--- config.mk ---
export PLATFORM = sky130hd
export DESIGN_NAME = prog_loader
export DESIGN_NICKNAME = d
export VERILOG_FILES = /design/src/rtl/prog_loader.sv
export SDC_FILE = /design/constraint.sdc
export NUM_CORES = 1
export LEC_CHECK = 0
export CORE_MARGIN = 5
export CORE_UTILIZATION = 45
export DETAILED_ROUTE_END_ITERATION = 6
export HOLD_SLACK_MARGIN = 0.02
export PLACE_DENSITY = 0.93
export SLEW_MARGIN = 20
export SYNTH_ARGS = -nofsm -noshare
export SYNTH_HDL_FRONTEND = slang
export SYNTH_SLANG_ARGS = --single-unit
--- constraint.sdc ---
create_clock -name clk -period 2.8 [get_ports clk]
set_clock_uncertainty 0.2 [all_clocks]
set_input_delay 0.56 -clock clk [delete_from_list [all_inputs] [get_ports clk]]
set_output_delay 0.56 -clock clk [all_outputs]
set_load 0.05 [all_outputs]
--- src/rtl/prog_loader.sv ---
// Streams a program into instruction memory and holds the CPU until the load completes.
// Optional zero fill of the unused tail is enabled by defining LOADER_ZERO_FILL_EN.
module prog_loader #(
   parameter int INSTR_SIZE   = 12,
   parameter int ADDR_SIZE    = 5,
   parameter int PROGRAM_SIZE = 16
) (
   input  logic                  clk,
   input  logic                  rst,
   input  logic                  start,
   input  logic                  in_valid,
   output logic                  in_ready,
   input  logic [INSTR_SIZE-1:0] in_data,
   input  logic                  in_last,
   output logic                  mem_we,
   output logic [ADDR_SIZE-1:0]  mem_addr,
   output logic [INSTR_SIZE-1:0] mem_wdata,
   output logic                  cpu_hold,
   output logic                  load_done,
   output logic                  overflow
);

   typedef enum logic [1:0] {
      IDLE,
      LOAD,
`ifdef LOADER_ZERO_FILL_EN
      FILL,
`endif
      DONE
   } state_t;

   localparam logic [ADDR_SIZE-1:0] LAST_ADDR = ADDR_SIZE'(PROGRAM_SIZE - 1);

   state_t               state, next;
   logic [ADDR_SIZE-1:0] cnt;
   logic                 accept;
   logic                 fill_we;
   logic                 inc_cnt;
   logic                 clr_cnt;
   logic                 set_ov;
   logic                 enter_done;

   always_ff @(posedge clk) begin
      if (rst) state <= IDLE;
      else     state <= next;
   end

   always_comb begin
      next     = state;
      in_ready = 1'b0;
      cpu_hold = 1'b1;
      accept   = 1'b0;
      fill_we  = 1'b0;
      inc_cnt  = 1'b0;
      clr_cnt  = 1'b0;
      set_ov   = 1'b0;
      case (state)
         IDLE: begin
            if (start) begin
               next    = LOAD;
               clr_cnt = 1'b1;
            end
         end
         LOAD: begin
            in_ready = 1'b1;
            accept   = in_valid;
            if (in_valid) begin
               inc_cnt = 1'b1;
               // Hitting the last address ends the load whether or not in_last was seen.
               if (cnt == LAST_ADDR) begin
                  next   = DONE;
                  set_ov = ~in_last;
               end else if (in_last) begin
`ifdef LOADER_ZERO_FILL_EN
                  next = FILL;
`else
                  next = DONE;
`endif
               end
            end
         end
`ifdef LOADER_ZERO_FILL_EN
         FILL: begin
            fill_we = 1'b1;
            inc_cnt = 1'b1;
            if (cnt == LAST_ADDR) next = DONE;
         end
`endif
         DONE: begin
            cpu_hold = 1'b0;
            if (start) begin
               next    = LOAD;
               clr_cnt = 1'b1;
            end
         end
         default: next = IDLE;
      endcase
   end

   assign enter_done = (next == DONE) && (state != DONE);

   // Writes are registered, so load_done lines up with the final memory write.
   always_ff @(posedge clk) begin
      if (rst) begin
         cnt       <= '0;
         mem_we    <= 1'b0;
         mem_addr  <= '0;
         mem_wdata <= '0;
         load_done <= 1'b0;
         overflow  <= 1'b0;
      end else begin
         mem_we    <= accept | fill_we;
         load_done <= enter_done;
         if (accept | fill_we) begin
            mem_addr  <= cnt;
            mem_wdata <= accept ? in_data : '0;
         end
         if (clr_cnt)      cnt <= '0;
         else if (inc_cnt) cnt <= cnt + 1'b1;
         if (clr_cnt)     overflow <= 1'b0;
         else if (set_ov) overflow <= 1'b1;
      end
   end

endmodule

==> key figures <==
Global route
  • Grt ovf: 0
  • First-pass GRT wire length: 3.86 mm
  • Vias in the first global route: 952
  • GR Util All Layers: 14.2%
  • Initial antenna violation count: 0
  • Largest net degree at the start of global routing: 26

Placed design
  • RePlAce Congestion: 0.716
  • IO buf count: 38
  • Hpwl dp: 1.66 mm

Final layout
  • Layout cells sized above 1: 4.43%
  • Commonest non-fill, non-tap cell in the layout: clkdlybuf4s50_1
  • NumNets Final: 178
  • Sequential Area: 541 sq um
  • Most frequent cells in the layout: 38 x clkdlybuf4s50_1, 37 x nand2_1, 27 x dfxtp_1, 21 x a21oi_1, 6 x nor2_1
  • Layout area overhead: 39.9%
  • Area of the multi-input gates: 425 sq um
  • Fill count: 192
  • ANT cells: 0
  • Final core utilization: 65.4%

Power and ir drop
  • Clk pwr share: 23.0%
  • Max rail drop VDD: 333 uV
  • Pwr dens: 467 mW/mm^2
  • Flop pwr share: 60.1%
  • Switch share: 25.6%
  • Net Sw Power: 171 uW
  • Int Pwr: 498 uW
  • Leakage: 0.513 nW
  • Comb power frac: 17.0%

STA
  • Final hold vios: 0
  • Setup_tns: 0 ns
  • Max Clk Rate: 396 MHz
  • Slew headroom: 66.0%
  • Worst slew pin tran: 0.509 ns
  • RSZ-0062 raised after global routing: no
  • Final setup violation count: 0
  • Pins over their slew limit: 0
  • Tmin final: 2.52 ns
  • Period utilisation layout: 90.1%

Clock tree
  • H-tree lvl count: 1
  • Cts repair resizes: 0
  • Clk pin slew, worst setup/hold paths: 0.13 ns
  • CTS max path bufs: 2
  • Setup Fix Bufs, Post-CTS: 0
  • CTS Hold Bufs: 0
  • CTS Buf Count: 3
  • CTS Root Cell: clkbuf_4
  • Clock sinks: 27
  • Clock latency at the later pin of the worst-skew pair: 0.30 ns
  • TritonCTS clock tree: done

Worst setup path
  • Worst r2r src: cnt[0]$_SDFFE_PP0P_
  • CP Cell Sequence: nor2b_1, clkdlybuf4s50_1
  • Worst path max stage delay: 0.82 ns
  • CP arrival: 1.76 ns
  • Crit. End Element: output pin
  • R2R Setup Slk: 1.17 ns
  • CP startpoint kind: register
  • Crit Path Max Fanout: 5
  • Crit path kind: register to output pin
  • Critical path's slowest cell: clkdlybuf4s50_1
  • Critical path launch point: state[0]$_SDFF_PP0_
  • Worst Path Required: 2.04 ns

Hold path
  • Hold_sp: mem_wdata[4]$_SDFFE_PP0P_
  • Hold crit path type: register to register

Die
  • Die Wd: 57.7 um
  • Die area: 0.00333 sq mm
  • Std cell rows: 17
  • Die height: 57.7 um
  • Core area: 0.00219 sq mm
  • IO Pins: 39
  • Initial core utilization: 46.8%

Route
  • DRC violations left: 0
  • Total Routed Length: 2.22 mm
  • Iter 0 DRT Violations: 6
  • Routed WL per cell: 12.0 um
  • Initial DRT Pass Iterations: 4
  • Via density: 4.84
  • Routed Antenna Nets: 0
  • DR vias: 901

Synth
  • Post-Syn Nets: 140
  • Register area share after synthesis: 52.7%
  • Synth Instances: 121
  • Yosys reg bits: 27
  • YS warnings: 0
  • Synth unique cells: 23
  • Synthesized area: 0.00102 sq mm
  • Syn Area/Cell: 8.47 sq um

Run
  • Maxcap violations: 0

Status
  • Outcome: finished, final reports clean
cell usage after synthesis:
master     n  area, sq um
nand2_1   37          139
dfxtp_1   27          541
a21oi_1   21          105
nor2_1     6         22.5
inv_1      3         11.3
nand2b_1   3         18.8
o21ai_0    3         15.0
buf_2      2         10.0
buf_6      2         22.5
clkbuf_1   2         7.51
ha_1       2         25.0
or3_1      2         12.5
a211oi_2   1         12.5
a31oi_1    1         6.26
and3_1     1         6.26
and3b_1    1         8.76
buf_4      1         7.51
nand3_1    1         5.00
nand3b_4   1         20.0
nor2b_1    1         6.26
nor3_1     1         5.00
o22a_1     1         8.76
xnor2_1    1         8.76
registers in the layout, indices dropped and copies added, names as in the netlist:
signal	cells
mem_wdata	12
state	2
overflow	1
mem_addr	5
cnt	5
load_done	1
mem_we	1
worst paths after layout:
path	endpoint	cells after the start
max	in_ready	2
min	mem_wdata[4]$_SDFFE_PP0P_	2
max reg2reg	state[0]$_SDFF_PP0_	6
min reg2reg	mem_wdata[4]$_SDFFE_PP0P_	2
routing by layer:
metal / vias up / wire length (um) / global-route usage, %
met1: 402 / 905 / 14.5
met4: 0 / 11 / 4.30
met2: 28 / 1100 / 26.9
met5: - / 0 / 0
met3: 2 / 208 / 4.90
li1: 469 / - / -
power by group through the flow:
| stage | Sequential, mW | Clock (mW) | Combinational, mW |
|---|---|---|---|
| after floorplan | 0.436 | 0 | 0.0422 |
| after global placement | 0.410 | 0 | 0.113 |
| after detailed placement | 0.410 | 0 | 0.114 |
| after CTS | 0.402 | 0.163 | 0.114 |
| after global routing | 0.404 | 0.176 | 0.122 |
| final | 0.402 | 0.154 | 0.114 |
metrics by stage:
step	std cells	setup WS [ns]	hold WS, ns	power (mW)	cell area [sq um]
3_5_place_dp	182	0.596	0.247	0.524	1410
4_1_cts	186	0.262	0.265	0.680	1430
2_1_floorplan	121	0.891	0.245	0.479	1020
5_1_grt	186	0.187	0.281	0.701	1430
3_3_place_gp	182	0.658	0.242	0.522	1410
6_report	186	0.278	0.262	0.669	1430
cell families after synthesis:
| family | synth area share, % |
|---|---|
| XOR/XNOR | 0.855 |
| AO/OA/AOI/OAI | 14.4 |
| AND/OR/NAND/NOR | 23.8 |
| buffers and inverters | 5.74 |
| flip-flops | 52.7 |
| adder cells (fa/ha/maj) | 2.44 |
cell type report:
cell class | count | share of cell area, %
Timing Repair Buffer | 40 | 27.6
Multi-Input combinational cell | 84 | 29.7
Inverter | 3 | 0.785
Clock buffer | 4 | 1.83
Tap cell | 28 | 2.44
Sequential cell | 27 | 37.7
critical path: cells and delay by family, from the launching register on:
kind | cells | cell delay (ns)
simple gates | 1 | 0.19
buf+inv | 1 | 0.82
flops | 1 | 0.44
No activity file was read; power rests on OpenSTA's default activity.
